**config.mk**
```make
export PLATFORM = sky130hd
export DESIGN_NAME = prng_scalar_sampler
export DESIGN_NICKNAME = d
export VERILOG_FILES = /design/src/rtl/prng_scalar_sampler.sv
export SDC_FILE = /design/constraint.sdc
export NUM_CORES = 2
export LEC_CHECK = 0
export CAP_MARGIN = 10
export CELL_PAD_IN_SITES_DETAIL_PLACEMENT = 1
export CELL_PAD_IN_SITES_GLOBAL_PLACEMENT = 2
export CORE_ASPECT_RATIO = 0.6
export CORE_MARGIN = 10
export CORE_UTILIZATION = 34
export CTS_BUF_LIST = sky130_fd_sc_hd__clkbuf_8 sky130_fd_sc_hd__clkbuf_16
export DETAILED_ROUTE_END_ITERATION = 7
export GPL_TIMING_DRIVEN = 0
export PLACE_DENSITY_LB_ADDON = 0.25
export SLEW_MARGIN = 20
export SYNTH_ARGS = -nofsm -noshare
export SYNTH_HDL_FRONTEND = slang
export SYNTH_SLANG_ARGS = --single-unit
```
**constraint.sdc**
```tcl
create_clock -name clk -period 7.3 [get_ports clk]
set_input_delay 1.46 -clock clk [delete_from_list [all_inputs] [get_ports clk]]
set_output_delay 1.46 -clock clk [all_outputs]
set_load 0.01 [all_outputs]
```
**src/rtl/prng_scalar_sampler.sv**
```systemverilog
// Mask-and-reject sampler: turns the PRNG word stream into a uniform scalar k in [1, n-1].
// Define SAMPLER_STATS_EN to add the reject_cnt / fail_cnt statistics outputs.
module prng_scalar_sampler #(
    parameter int unsigned WIDTH     = 256,
    parameter int unsigned MAX_TRIES = 16,
    parameter int unsigned TRY_W     = 5
) (
    input  logic             clk,
    input  logic             rst_n,
    input  logic [WIDTH-1:0] rnd_in,
    input  logic [WIDTH-1:0] modulus,
    input  logic [WIDTH-1:0] mask,
    input  logic             req,
    output logic             busy,
    output logic [WIDTH-1:0] k_out,
    output logic             k_valid,
    input  logic             k_ready,
    output logic             fail
`ifdef SAMPLER_STATS_EN
    ,
    output logic [15:0]      reject_cnt,
    output logic [7:0]       fail_cnt
`endif
);

    typedef enum logic [2:0] {
        IDLE   = 3'd0,
        SAMPLE = 3'd1,
        CHECK  = 3'd2,
        HOLD   = 3'd3,
        FAIL   = 3'd4
    } state_t;

    state_t            state_q, state_d;
    logic [WIDTH-1:0]  mod_q, mod_d;
    logic [WIDTH-1:0]  mask_q, mask_d;
    logic [WIDTH-1:0]  cand_q, cand_d;
    logic [TRY_W-1:0]  tries_q, tries_d;
    logic [WIDTH-1:0]  k_out_q, k_out_d;
    logic              k_valid_q, k_valid_d;
    logic              fail_q, fail_d;
    logic              reject_evt;

    always_comb begin
        state_d    = state_q;
        mod_d      = mod_q;
        mask_d     = mask_q;
        cand_d     = cand_q;
        tries_d    = tries_q;
        k_out_d    = k_out_q;
        k_valid_d  = k_valid_q;
        fail_d     = 1'b0;
        reject_evt = 1'b0;
        case (state_q)
            IDLE: begin
                if (req) begin
                    mod_d   = modulus;
                    mask_d  = mask;
                    tries_d = '0;
                    state_d = (modulus <= WIDTH'(1)) ? FAIL : SAMPLE;
                end
            end
            SAMPLE: begin
                cand_d  = rnd_in & mask_q;
                tries_d = tries_q + TRY_W'(1);
                state_d = CHECK;
            end
            CHECK: begin
                if ((cand_q != '0) && (cand_q < mod_q)) begin
                    k_out_d = cand_q;
                    state_d = HOLD;
                end else begin
                    reject_evt = 1'b1;
                    state_d    = (tries_q == TRY_W'(MAX_TRIES)) ? FAIL : SAMPLE;
                end
            end
            HOLD: begin
                // k_valid is registered, so it rises on the second HOLD cycle
                if (k_valid_q && k_ready) begin
                    k_valid_d = 1'b0;
                    state_d   = IDLE;
                end else begin
                    k_valid_d = 1'b1;
                end
            end
            FAIL: begin
                fail_d  = 1'b1;
                state_d = IDLE;
            end
            default: state_d = IDLE;
        endcase
    end

    always_ff @(posedge clk or negedge rst_n) begin
        if (!rst_n) begin
            state_q   <= IDLE;
            mod_q     <= '0;
            mask_q    <= '0;
            cand_q    <= '0;
            tries_q   <= '0;
            k_out_q   <= '0;
            k_valid_q <= 1'b0;
            fail_q    <= 1'b0;
        end else begin
            state_q   <= state_d;
            mod_q     <= mod_d;
            mask_q    <= mask_d;
            cand_q    <= cand_d;
            tries_q   <= tries_d;
            k_out_q   <= k_out_d;
            k_valid_q <= k_valid_d;
            fail_q    <= fail_d;
        end
    end

    assign busy    = (state_q != IDLE);
    assign k_out   = k_out_q;
    assign k_valid = k_valid_q;
    assign fail    = fail_q;

`ifdef SAMPLER_STATS_EN
    logic [15:0] reject_cnt_q, reject_cnt_d;
    logic [7:0]  fail_cnt_q, fail_cnt_d;

    always_comb begin
        reject_cnt_d = reject_cnt_q;
        fail_cnt_d   = fail_cnt_q;
        if (reject_evt && (reject_cnt_q != '1))
            reject_cnt_d = reject_cnt_q + 16'd1;
        if ((state_q == FAIL) && (fail_cnt_q != '1))
            fail_cnt_d = fail_cnt_q + 8'd1;
    end

    always_ff @(posedge clk or negedge rst_n) begin
        if (!rst_n) begin
            reject_cnt_q <= '0;
            fail_cnt_q   <= '0;
        end else begin
            reject_cnt_q <= reject_cnt_d;
            fail_cnt_q   <= fail_cnt_d;
        end
    end

    assign reject_cnt = reject_cnt_q;
    assign fail_cnt   = fail_cnt_q;
`endif

endmodule

```
# After elaboration in Yosys (flattened, before gate mapping)
# Index checks and enable logic that the tools add are counted.
# W data, S select, Z words.
[word_totals] output_inout_bits=259 word_cells=39 reg_bits=1034 input_bits=772
[op_classes] n_eq_ne=7 n_addsub=1 n_lt_le_gt_ge=2 mux=10 n_reduce_logical=10 n_bitwise=1
[op_table] cell="$and A256 B256 Y256" count=1
[op_table] cell="$le A256 B1 Y1 const B" count=1
[op_table] cell="$lt A256 B256 Y1" count=1
[op_table] cell="$reduce_bool A256 Y1" count=1
[op_table] cell="$mux W3" count=5
[op_table] cell="$pmux W3 S4" count=1
[op_table] cell="$pmux W5 S2" count=1
[op_table] cell="$reduce_and A2 Y1" count=4
[op_table] cell="$eq A3 B2 Y1 const B" count=2
[op_table] cell="$add A5 B1 Y5 const B" count=1
[op_table] cell="$eq A5 B5 Y1 const B" count=1
[op_table] cell="$mux W5" count=1
[op_table] cell="$ne A2 B2 Y1 const B" count=2
[op_table] cell="$eq A3 B1 Y1 const B" count=1
[op_table] cell="$eq A3 B3 Y1 const B" count=1
[op_table] cell="$logic_not A3 Y1" count=1
[op_table] cell="$reduce_bool A3 Y1" count=1
[op_table] cell="$logic_and A1 B1 Y1" count=2
[op_table] cell="$mux W1" count=2
[op_table] cell="$reduce_bool A2 Y1" count=1

# Depth between registers and ports, before layout
[logic_depth] depth_word=4 ltp_mapped=13 mapped_depth_nobuf=11

# Worst setup path after synthesis
# No wires, ideal clock.
[synth_timing] path_kind="reg2reg" startpoint="register cand_q[14]" endpoint="register k_out_q[137], in the netlist k_out[137]" slack_ns=4.210 synth_period_minus_slack_ns=3.090 arrival_ns=2.962 required_time_ns=7.173 path_buffers=2 setup_time_ns=0.127 stages_incl_launch_ff=13 path_cell_list="dfrtp_1 > ha_1 > nand4_1 > or4_1 > o311ai_1 > o211ai_1 > a211o_1 > a21oi_2 > a211oi_2 > nand3_4 > buf_8 > buf_8 > mux2_1"
[synth_between] elab_chain_len=3
[synth_lines] element="start: declaration" line="37" text="logic [WIDTH-1:0] cand_q, cand_d;"
[synth_lines] element="start signal: assignment" line="108" text="cand_q <= cand_d;"
[synth_lines] element="$lt A256 B256 Y1 or $reduce_bool A256 Y1 (tied branches)" line="69" text="if ((cand_q != '0) && (cand_q < mod_q)) begin"
[synth_lines] element="$logic_and A1 B1 Y1 (*)" line="69"
[synth_lines] element="$reduce_and A2 Y1 (no line) (*)"
[synth_lines] element="end signal: assignment" line="110" text="k_out_q <= k_out_d;"
[synth_lines] element="end: declaration" line="39" text="logic [WIDTH-1:0] k_out_q, k_out_d;"
# Every way passes the cells marked *; elsewhere a longest branch is shown, timed or not.
# A chain may end at the register's enable or synchronous reset.

# Worst setup path in the final report
[layout_timing] startpoint="register cand_q[124]" endpoint="register k_out_q[159], in the netlist k_out[159]"
# The elaborated chain is that of the path after synthesis.

==> impl_metrics.yaml <==
power:
  p_leak_uw: 0.0303
  p_sw_frac: 0.382
  power_switching_uw: 9530
  clkPwrFrac: 0.228
  vdd_drop_max_mv: 0.184
  p_seq_frac: 0.384
  internal_power_uw: 15400
  p_comb_frac: 0.388
  p_per_area_nw_per_um2: 399
global_route:
  overflow: 0
  grt_pass1_wl_microns: 289000
  grt_max_degree: 137
  track_usage: 0.258
  grt_pass1_vias: 41400
  antenna_found_initial: 73
yosys:
  synth_seq_cells: 1034
  synthArstFlopShare: 1.00
  synth_edf_count: 0
  synth_warnings: 0
  yosys.area.top_type: "dfrtp_1"
  avgSynthCellArea_sq_um: 9.83
  synth_cell_types: 58
  synthFlopType: "dfrtp_1"
  synth_cells: 4666
  synth_area_sq_um: 45800
  synth.area.top_cells: "dfrtp_1 (56%), nand2_1 (13%), ha_1 (7.0%), mux2_1 (5.4%), o21ai_0 (3.2%)"
  synth_top_area_frac: 0.564
  ys_seq_area_frac: 0.564
  syn-num-nets: 5695
floorplanning:
  core_region_area_sq_um: 134000
  die-area_sq_um: 150000
  row_count: 104
  fp.dieW_microns: 494
  start_util: 0.342
  fp.dieH_microns: 304
  io_pins: 1031
worst_hold_path:
  hold_path_class: "reg2reg"
routing:
  vias: 39100
  top_layer_used: "met5"
  drt-initial-drc-count: 2397
  wl_met2_microns: 94400
  met1_length_microns: 87800
  drc_errors: 0
  drt_first_pass_iters: 7
  via_per_inst: 5.04
  totalWireLength_microns: 200000
  post_drt_wl_per_cell_microns: 25.8
  postRouteAntennaNets: 0
  routed-wl-met3_microns: 10600
layout:
  stdcell_area_sq_um: 62500
  multiInputGateArea_sq_um: 18100
  fill_cells: 15100
  syn2layout_area_growth_pct: 36.3
  drive_above_1_share: 0.0463
  layout_common_cells: "nand2_1 (1601), dfrtp_1 (1034), clkdlybuf4s50_1 (1029)"
  layout_commonest_cell: "nand2_1"
  fin_util: 0.466
  regArea_sq_um: 25900
  layout.nets: 6846
timing:
  skew_ps: 32.4
  slew_headroom: 0.236
  maxSlewViolCount: 0
  post-route-min-period_ps: 4640
  worstMarginPinSlew_ps: 1150
  rsz0062_at_grt: "no"
  final_hold_viol_count: 0
  finalCritPeriodShare: 0.636
  finalSetupViolations: 0
  fmax_mhz: 216
  setup_tns_ps: 0
critical_path:
  cp_data_arrival_time_ps: 5210
  crit_fanout: 10
  criticalPathCategory: "reg2reg"
  start_kind: "register"
  rrSetupSlack_ps: 2660
  required_ps: 7870
  end_kind: "register"
clock_network:
  numCtsBuffers: 106
  clk_pin_slew_ps: 70
  post_cts_resized: 0
  cts_sinks: 1034
  clk_latency_ps: 710
  hold_buffers: 0
  cts_setup_buffers: 0
  htreeDepth: 3
  clock_path_buffers: 3
  cts_tree: "built"
  clockRootBuffer: "clkbuf_16"
placed_design:
  place_area_sq_um: 58800
  numPortBuffers: 1030
  gp_congestion: 0.874
  dp_hpwl_microns: 161000
outcome:
  status: "completed"
flow_run:
  drv_cap: 0
## final timing paths
path                       cells after the start                      end               startpoint
max                                           12   k_out[159]$_DFFE_PN0P_  cand_q[124]$_DFFE_PN0P_
min                                            2   mask_q[86]$_DFFE_PN0P_   mask_q[86]$_DFFE_PN0P_
max reg2reg                                   12   k_out[159]$_DFFE_PN0P_  cand_q[124]$_DFFE_PN0P_
min reg2reg                                    2   mask_q[86]$_DFFE_PN0P_   mask_q[86]$_DFFE_PN0P_
max in group asynchronous                      5   mask_q[15]$_DFFE_PN0P_                    rst_n
min in group asynchronous                      1  mask_q[142]$_DFFE_PN0P_                    rst_n
## power by group through the flow
stage | clock, uW | sequential [uW] | combinational, uW
3_3_place_gp | 0 | 9710 | 9350
2_1_floorplan | 0 | 9420 | 4940
3_5_place_dp | 0 | 9660 | 9720
5_1_grt | 6080 | 9860 | 10800
4_1_cts | 5810 | 9570 | 9790
6_report | 5690 | 9580 | 9670
## final cells by class
type / count / share of cell area
clock inverters: 61 / 0.00935
inverters: 264 / 0.0159
clock buffers: 127 / 0.0473
flip-flops and latches: 1034 / 0.414
well taps: 1802 / 0.0361
repair buffers: 1043 / 0.170
diodes: 49 / 0.00196
plain buffers: 200 / 0.0162
multi-input cells: 3168 / 0.289
## cell usage after synthesis (all sizes together) (2+ instances only)
master and instances:
clkbuf 169, nor2 25, a221oi 4, o31a 2, or4 2, a21boi 4, nand4 80, buf 31
a211oi 9, o21a 5, dfrtp 1034, nand2b 5, a32oi 2, nand2 1601, o21ai 293, and3 3
o31ai 2, and4 6, o311a 2, and2 2, inv 264, a31oi 3, nor2b 5, xor2 2
nand3 283, ha 257, nor3b 3, a22oi 3, o211ai 6, nor4 149, o2bb2ai 2, nor3 12
mux2 256, a2111oi 3, a21o 31, a21oi 93
## logic make-up after synthesis
| logic type | share of synthesized area |
|---|---|
| DFF | 0.564 |
| and+or+nand+nor | 0.202 |
| muxes | 0.0629 |
| AOI/OAI and AO/OA | 0.0570 |
| buffers and inverters | 0.0434 |
| xor gates and xnor gates | 0.000382 |
| adders and majority gates | 0.0701 |
## sequential cells by signal, summed over array words and instances, names as in the netlist
register and flops:
cand_q 256, fail 1, k_out 256, k_valid 1, mask_q 256, mod_q 256
state_q 3, tries_q 5
## stage by stage
stage	setup WS (ps)	hold slack, ps	cells	power (uW)
floorplan	4210	445	4666	14400
global placement	-44920	457	7498	19100
detailed placement	2370	462	7511	19400
CTS	2350	477	7699	25200
global route	2500	493	7736	26700
finish	2660	472	7748	24900
## critical path, stage by stage (launching register included)
cell and delay (ps):
dfrtp_1 460, ha_1 350, nand2_1 80, nor3_1 650, nand3_1 350, nor3_1 650, o21ai_0 250, o211ai_1 370
a211oi_2 220, nand3_4 280, buf_8 300, buf_8 200, mux2_1 340
## metal layers
layer	vias to the layer above	track usage
met2	886	0.422
met3	280	0.0526
met5	-	0
li1	18000	-
met4	36	0.0823
met1	19900	0.341
(Power assumes the default switching activity.)
